$ cat src/rtl/ex_mem_reg.sv
// EX/MEM pipeline register for the 5-stage MIPS32 core. Also holds the
// multi-cycle MADD/MSUB partial result and step count that EX reads back while stalled.
module ex_mem_reg #(
  parameter int DATA_W = 32,
  parameter int ADDR_W = 5,
  parameter int CNT_W  = 2
) (
  input  logic                clk,
  input  logic                rst,
  input  logic                flush_i,
  input  logic                ex_stall_i,
  input  logic                mem_stall_i,
  input  logic [31:0]         ex_inst_i,
  input  logic [ADDR_W-1:0]   ex_waddr_i,
  input  logic                ex_reg_we_i,
  input  logic [DATA_W-1:0]   ex_alu_res_i,
  input  logic                ex_hi_we_i,
  input  logic                ex_lo_we_i,
  input  logic [DATA_W-1:0]   ex_hi_i,
  input  logic [DATA_W-1:0]   ex_lo_i,
  input  logic [2*DATA_W-1:0] ex_hilo_temp_i,
  input  logic [CNT_W-1:0]    ex_cnt_i,
  output logic [31:0]         mem_inst_o,
  output logic [ADDR_W-1:0]   mem_waddr_o,
  output logic                mem_reg_we_o,
  output logic [DATA_W-1:0]   mem_alu_res_o,
  output logic                mem_hi_we_o,
  output logic                mem_lo_we_o,
  output logic [DATA_W-1:0]   mem_hi_o,
  output logic [DATA_W-1:0]   mem_lo_o,
  output logic [2*DATA_W-1:0] hilo_temp_o,
  output logic [CNT_W-1:0]    cnt_o
);

  // Illegal ex_stall_i=0/mem_stall_i=1 falls into the advance branch on purpose.
  always_ff @(posedge clk) begin
    if (rst || flush_i) begin
      mem_inst_o    <= '0;
      mem_waddr_o   <= '0;
      mem_reg_we_o  <= 1'b0;
      mem_alu_res_o <= '0;
      mem_hi_we_o   <= 1'b0;
      mem_lo_we_o   <= 1'b0;
      mem_hi_o      <= '0;
      mem_lo_o      <= '0;
      hilo_temp_o   <= '0;
      cnt_o         <= '0;
    end else if (!ex_stall_i) begin
      mem_inst_o    <= ex_inst_i;
      mem_waddr_o   <= ex_waddr_i;
      mem_reg_we_o  <= ex_reg_we_i;
      mem_alu_res_o <= ex_alu_res_i;
      mem_hi_we_o   <= ex_hi_we_i;
      mem_lo_we_o   <= ex_lo_we_i;
      mem_hi_o      <= ex_hi_i;
      mem_lo_o      <= ex_lo_i;
      hilo_temp_o   <= '0;
      cnt_o         <= '0;
    end else if (!mem_stall_i) begin
      // Bubble into MEM, but keep the multi-cycle op state alive for EX.
      mem_inst_o    <= '0;
      mem_waddr_o   <= '0;
      mem_reg_we_o  <= 1'b0;
      mem_alu_res_o <= '0;
      mem_hi_we_o   <= 1'b0;
      mem_lo_we_o   <= 1'b0;
      mem_hi_o      <= '0;
      mem_lo_o      <= '0;
      hilo_temp_o   <= ex_hilo_temp_i;
      cnt_o         <= ex_cnt_i;
    end
  end

endmodule

$ cat config.mk
export PLATFORM = sky130hd
export DESIGN_NAME = ex_mem_reg
export DESIGN_NICKNAME = d
export VERILOG_FILES = /design/src/rtl/ex_mem_reg.sv
export SDC_FILE = /design/constraint.sdc
export NUM_CORES = 1
export LEC_CHECK = 0
export BUFFER_PORTS_ARGS = -buffer_cell sky130_fd_sc_hd__buf_2
export CAP_MARGIN = 20
export CORE_AREA = 5 5 156 158
export CTS_BUF_LIST = sky130_fd_sc_hd__clkbuf_2 sky130_fd_sc_hd__clkbuf_4 sky130_fd_sc_hd__clkbuf_8
export DETAILED_ROUTE_END_ITERATION = 10
export DIE_AREA = 0 0 161 163
export MAX_ROUTING_LAYER = met4
export PLACE_DENSITY = 0.64
export SLEW_MARGIN = 30
export SYNTH_ARGS = -nofsm -noshare
export SYNTH_HDL_FRONTEND = slang
export SYNTH_SLANG_ARGS = --single-unit
$ cat constraint.sdc
create_clock -name clk -period 1.8 [get_ports clk]
set_input_delay 0.18 -clock clk [delete_from_list [all_inputs] [get_ports clk]]
set_output_delay 0.18 -clock clk [all_outputs]
set_load 0.01 [all_outputs]
==> summary.md, run 1 <==
| Metric | Value |
|---|---|
| Outcome | finished clean |
| Net switching power | 2480 uW |
| DRT antenna net count | 0 |
| Non-filler cells, final | 1,731 |
| Distinct cell type count of the synthesized netlist | 13 |
| Seq pwr share | 44.9% |
| Initial DRC Count | 521 |
| Final min period | 1.24 ns |
| Hold buffers post-CTS | 202 |
| Slowest cell on the critical path | dfxtp_1 |
| WS Path Type | flip-flop to primary output |
| Ys Warns | 0 |
| Synthesized area | 7510 um^2 |
| Fin. Hold Viols | 0 |
| CP peak stage delay | 0.41 ns |
| Die width | 161 um |
| TritonCTS clock tree | yes |
| Area leader, netlist | dfxtp_1 |
| H-tree depth | 2 |
| Crit path DAT | 1.06 ns |
| Period utilisation layout | 68.8% |
| Setup tns final | 0 ns |
| Fill cells | 1,983 |
| LEAKAGE | 0.00589 uW |
| Postcts setup bufs | 0 |
| Max Root-Sink Buffers | 3 |
| CP Cell Sequence | buf_2 |
| First-pass GRT wire length | 42.0 mm |
| Pint | 7870 uW |
| Final worst clock skew | 0 ns |
| Detailed-route via count | 8,138 |
| Hpwl dp | 16.8 mm |
| Crit-path leading delay family | flip-flops |
| Remaining DRCs | 0 |
| Syn Nets | 1,026 |
| Die H | 163 um |
| Sequential share of the synthesized area | 53.8% |
| Root Buffer | clkbuf_8 |
| Setup Viol. Count Final | 0 |
| Nets | 1,621 |
| Overflow after GRT | 0 |
| Number of synthesized register bits | 202 |
| Multi-input logic area | 3140 um^2 |
| Reg area | 4040 um^2 |
| Resize count post-CTS | 0 |
| Switching Share | 24.0% |
| Die area | 26,200 um^2 |
| Clock power share | 41.9% |
| Max VDD drop | 0.000557 V |
| Final WL | 27.7 mm |
| Antenna violations before repair | 2 |
| IO buf count | 408 |
| Max Clock Freq | 807 MHz |
| RD Place Congestion | 0.793 |
| Layout area overhead | 67.6% |
| Top post-synthesis cells by area | dfxtp_1 (54%), nand2b_1 (11%), a21oi_1 (9.1%) |
| Hold_ws | 0.141 ns |
| Slew Limit Fails | 0 |
| Crit. End Element | primary output |
| Post-synth top area share | 53.8% |
| Slew @ Worst Pin | 0.679 ns |
| Largest net degree at the start of global routing | 137 |
| Gate count of the mapped netlist | 819 |
| Avg Cell Area, Syn | 9.18 um^2 |
| Core Region | 23,000 um^2 |
| Crit path max fanout | 2 |
| Critical path data required time | 1.62 ns |
| Min-delay worst type | input pin to flip-flop |
| Max-capacitance violation count | 0 |
| # rows | 56 |
| Worst-Skew Late Latency | 0.48 ns |
| RSZ-0062 raised after global routing | false |
| Inst Count DP | 1,464 |
| Pwr Total | 10,300 uW |
| CP Launch Type | flip-flop |
| Clock Sinks | 202 |
| CP Buf/Inv Count | 1 |
| Starting Density | 32.7% |
| Logic pwr share | 13.2% |
| Share of cells above drive strength 1 | 34.4% |
| Vias in the first global route | 8,175 |
| Power Density | 822 nW/um^2 |
| Pre-antenna DRT Iters | 5 |
| Vias/cell | 4.70 |
| Clock-pin slew on the worst setup and hold paths | 0.06 ns |
| Tot GR Track Use | 20.1% |
| Total CTS buffers | 36 |
| Slew headroom | 54.7% |
| WL/cell | 16.0 um |
| # IOs | 409 |
==> placed cells by master, fill, tap and decap left out, drive strengths merged <==
cell / n
a21oi: 136
buf: 430
clkbuf: 60
clkinv: 3
dfxtp: 202
diode: 2
dlygate4sd3: 202
mux2i: 66
nand2b: 136
nand3: 136
nor2: 66
or2: 1
or3b: 1
==> through the flow <==
step           util (%)  area [um^2]  setup slack [ns]
2_1_floorplan         -         7510             0.732
3_3_place_gp       42.8         9830             0.458
3_5_place_dp       42.8         9830             0.417
4_1_cts            54.8        12600             0.507
5_1_grt            54.8        12600             0.495
6_report           54.8        12600             0.561
==> kinds of logic after synthesis <==
| family | count (synthesis) | synth area share (%) |
|---|---|---|
| and+or+nand+nor | 340 | 23.9 |
| DFF | 202 | 53.8 |
| AOI/OAI and AO/OA | 136 | 9.06 |
| buffers and inverters | 75 | 4.46 |
| muxes | 66 | 8.79 |
==> synth_stat cells <==
master,n
buf_2,25
buf_4,4
mux2i_1,66
nand2b_1,136
clkbuf_1,38
nand3_1,136
buf_1,7
dfxtp_1,202
or2_2,1
buf_6,1
nor2_1,66
a21oi_1,136
or3b_1,1
==> flip-flops by register name, indices dropped and copies added (netlist names), 2 cells and up <==
signal	cells
cnt_o	2
hilo_temp_o	64
mem_alu_res_o	32
mem_hi_o	32
mem_inst_o	32
mem_lo_o	32
mem_waddr_o	5
==> metal layers <==
layer	part of all wire [%]	wire, um	vias to the layer above	track usage [%]
li1	-	-	3947	-
met1	37	10400	3720	21.1
met2	50	13900	368	35.1
met3	7.7	2140	103	5.37
met4	4.7	1300	0	10.1
met5	0	0	-	-
==> power groups by stage <==
stage / Sequential (uW) / Clock, uW / Combinational, uW
2_1_floorplan: 4800 / 0 / 456
3_3_place_gp: 4740 / 0 / 979
3_5_place_dp: 4740 / 0 / 988
4_1_cts: 4640 / 4520 / 1340
5_1_grt: 4660 / 4690 / 1470
6_report: 4650 / 4340 / 1360
==> layout make-up <==
cell class                 instances  area share, %
sequential                       202           32.1
timing repair buffer             632           34.2
antenna                            2         0.0397
clock inverter                     3          0.119
tap                              290           2.88
multi-input combinational        542           24.9
clock buffer                      60           5.76
==> worst paths after layout <==
check                 startpoint               to  slack, ns  cells past startpoint
setup / recovery        cnt_o[1]         cnt_o[1]       0.56                      1
hold / removal       mem_stall_i  hilo_temp_o[43]       0.14                      3
setup reg to reg        cnt_o[1]         cnt_o[1]       1.05                      2
hold reg to reg   mem_inst_o[24]   mem_inst_o[24]       0.46                      2
Note: power is estimated with default switching activity, not from simulation.
==> run 2: changes to the inputs <==
Settings changed: ABC_AREA set to 1, CORE_AREA 5 5 156 158 to 5 5 155 157, DIE_AREA 0 0 161 163 to 0 0 160 162, PLACE_DENSITY 0.64 to 0.67.
Clock period 1.8 ns to 1.3 ns, I/O delays scaled along.
==> summary.md, run 2 <==
| Metric | Value |
|---|---|
| Outcome | finished clean |
| Sequential share of the synthesized area | 51.6% (-2.2 points) |
| Met2 Track Usage GR | 39.5% (+4.4 points) |
| Resize count post-CTS | 0 (unchanged) |
| # rows | 55 (-1.8%) |
| Final core occ | 57.5% (+2.7 points) |
| H-tree depth | 2 (unchanged) |
| Distinct cell type count of the synthesized netlist | 13 (unchanged) |
| Top post-synthesis cells by area | dfxtp_1 (52%), nand2_1 (9.7%), nor2_1 (9.5%) |
| Period utilisation layout | 93.7% |
| Tot GR Track Use | 23.1% (+3.0 points) |
| Max VDD drop | 0.000826 V (+48%) |
| Max-capacitance violation count | 0 (unchanged) |
| Gr busiest metal | met2 |
| Crit path DAT | 1.09 ns (+0.03 ns) |
| Reg area | 4040 um^2 (unchanged) |
| Final WL | 30.6 mm (+10%) |
| LEAKAGE | 0.00677 uW (+15%) |
| Crit. End Element | primary output |
| Hold_sp | ex_stall_i |
| Nets | 1,888 (+16%) |
| Ys Warns | 0 (unchanged) |
| Synthesized area | 7840 um^2 (+4.3%) |
| Initial DRC Count | 724 (+39%) |
| Slew @ Worst Pin | 0.337 ns (-0.342 ns) |
| EDFF count, synth | 0 (unchanged) |
| Pre-antenna DRT Iters | 5 (unchanged) |
| Slew Limit Fails | 0 (unchanged) |
| WS Path Type | flip-flop to primary output |
| Fill cells | 1,922 (-3.1%) |
| Most common cell after layout, fill and taps aside | buf_2 |
| Total CTS buffers | 36 (unchanged) |
| Top cells by instance count after synthesis | nand2_1 (203), dfxtp_1 (202), nor2_1 (198), a21oi_1 (136), nand3_1 (136) |
| CP Launch Type | flip-flop |
| IO buf count | 408 (unchanged) |
| Critical path data required time | 1.17 ns (-0.45 ns) |
| Hpwl dp | 18.7 mm (+12%) |
| Vias in the first global route | 9,422 (+15%) |
| Die H | 162 um (-0.61%) |
| Final min period | 1.22 ns |
| Top-count cell post-synth | nand2_1 |
| Avg Cell Area, Syn | 7.19 um^2 (-22%) |
| Fin. Hold Viols | 0 (unchanged) |
| Max FFs per register | 64 (unchanged) |
| Remaining DRCs | 0 (unchanged) |
| Core Region | 22,400 um^2 (-2.7%) |
| Share of cells above drive strength 1 | 28.9% (-5.5 points) |
| Multi-input logic area | 2880 um^2 (-8.4%) |
| Area leader, netlist | dfxtp_1 |
| Most frequent cells in the layout | buf_2 (406), nand2_1 (202), dfxtp_1 (202), dlygate4sd3_1 (202), nor2_1 (198) |
| Root Buffer | clkbuf_8 |
| Antenna violations before repair | 1 (-1) |
| Async S/R FF share, synth | 0% (unchanged) |
| # IOs | 409 (unchanged) |
| RD Place Congestion | 0.846 (+6.7%) |
| CP Launch Point | mem_lo_o[19] |
| Clock-pin slew on the worst setup and hold paths | 0.06 ns (about the same) |
| CP Buf/Inv Count | 1 (unchanged) |
| Main synth FF type | dfxtp_1 |
| Max Clock Freq | 821 MHz |
| Worst r2r src | mem_lo_o[7] |
| Crit path max fanout | 2 (unchanged) |
| Power Density | 1090 nW/um^2 (+33%) |
| Overflow after GRT | 0 (unchanged) |
| CP Cell Sequence | buf_2 |
| Largest net degree at the start of global routing | 74 (-46%) |
| Slowest cell on the critical path | dfxtp_1 |
| CP peak stage delay | 0.40 ns (about the same) |
| Clock Sinks | 202 (unchanged) |
| DRT antenna net count | 0 (unchanged) |
| Final worst clock skew | 0 ns (unchanged) |
| Worst-Skew Late Latency | 0.50 ns (+0.02 ns) |
| RSZ-0062 raised after global routing | false |
| Starting Density | 35.0% (+2.3 points) |
| Setup Viol. Count Final | 0 (unchanged) |
| Met1 usage | 25.1% (+4.1 points) |
| Layout area overhead | 64.0% |
| Setup tns final | 0 ns (unchanged) |
| Vias/cell | 4.71 (+0.13%) |
| Number of synthesized register bits | 202 (unchanged) |
| First-pass GRT wire length | 48.3 mm (+15%) |
| Syn Nets | 1,297 (+26%) |
| Grt met3 use | 5.76% (+0.39 points) |
| Die area | 25,900 um^2 (-1.2%) |
| Slew headroom | 77.5% (+23 points) |
| Die width | 160 um (-0.62%) |
| Detailed-route via count | 9,344 (+15%) |
| Post-synth top area share | 51.6% (-2.2 points) |
| Gate count of the mapped netlist | 1,090 (+33%) |
| Crit-path leading delay family | flip-flops |
| Max Root-Sink Buffers | 3 (unchanged) |
| Largest Register | hilo_temp_o |
| TritonCTS clock tree | yes |
| Min-delay worst type | input pin to flip-flop |
| WL/cell | 15.4 um (-3.7%) |
==> run 2: final timing paths <==
path	end	slack, ns	cells past startpoint
worst max-delay path	mem_lo_o[19]	0.08	1
worst min-delay path	mem_hi_o[4]	0.06	4
worst max register to register	mem_lo_o[7]	0.58	2
worst min register to register	mem_inst_o[22]	0.46	2
==> run 2: area by class of cell <==
cell class	instances	area share [%]
clock inverter	4	0.195
sequential	202	31.5
timing repair buffer	633	34.3
inverter	134	3.95
clock buffer	51	4.93
multi-input combinational	674	22.4
antenna	2	0.0389
tap	285	2.77
==> run 2: report_power, final <==
part,switching [uW],leakage (uW),internal (uW)
registers,84.5,0.00164,6360
logic,960,0.00478,991
clock network,2530,0.000346,3100
==> run 2: metal layers <==
layer	share of wire, %	vias up
met3	7.9	113
met1	38	4194
met5	0	-
met4	4.6	0
li1	-	4544
met2	50	493
==> run 2: logic make-up after synthesis <==
logic type             count (synthesis)  synth area share, %
AO/OA/AOI/OAI                        136                 8.68
flip-flops                           202                 51.6
buffers and inverters                214                 11.7
AND/OR/NAND/NOR                      538                 28.0
==> run 2: what timing repair did <==
action | in CTS | in global routing
endpoints found under the setup margin | 0 | 0
hold buffers | 202 | 0
hold endpoints to repair | 202 | 0
buffers inserted | 0 | 0
==> run 2: stage by stage <==
| stage | setup WS (ns) | total power [uW] | cell area, um^2 | instances | hold WS [ns] |
|---|---|---|---|---|---|
| after global routing | 0.0332 | 14600 | 12900 | 1984 | 0.0760 |
| final | 0.0814 | 14000 | 12900 | 1985 | 0.0606 |
| after detailed placement | 0.197 | 7990 | 10200 | 1726 | 0.387 |
| after floorplan | 0.402 | 7290 | 7840 | 1090 | 0.277 |
| after CTS | 0.0429 | 14100 | 12800 | 1983 | 0.0321 |
| after global placement | 0.263 | 7990 | 10200 | 1726 | 0.382 |
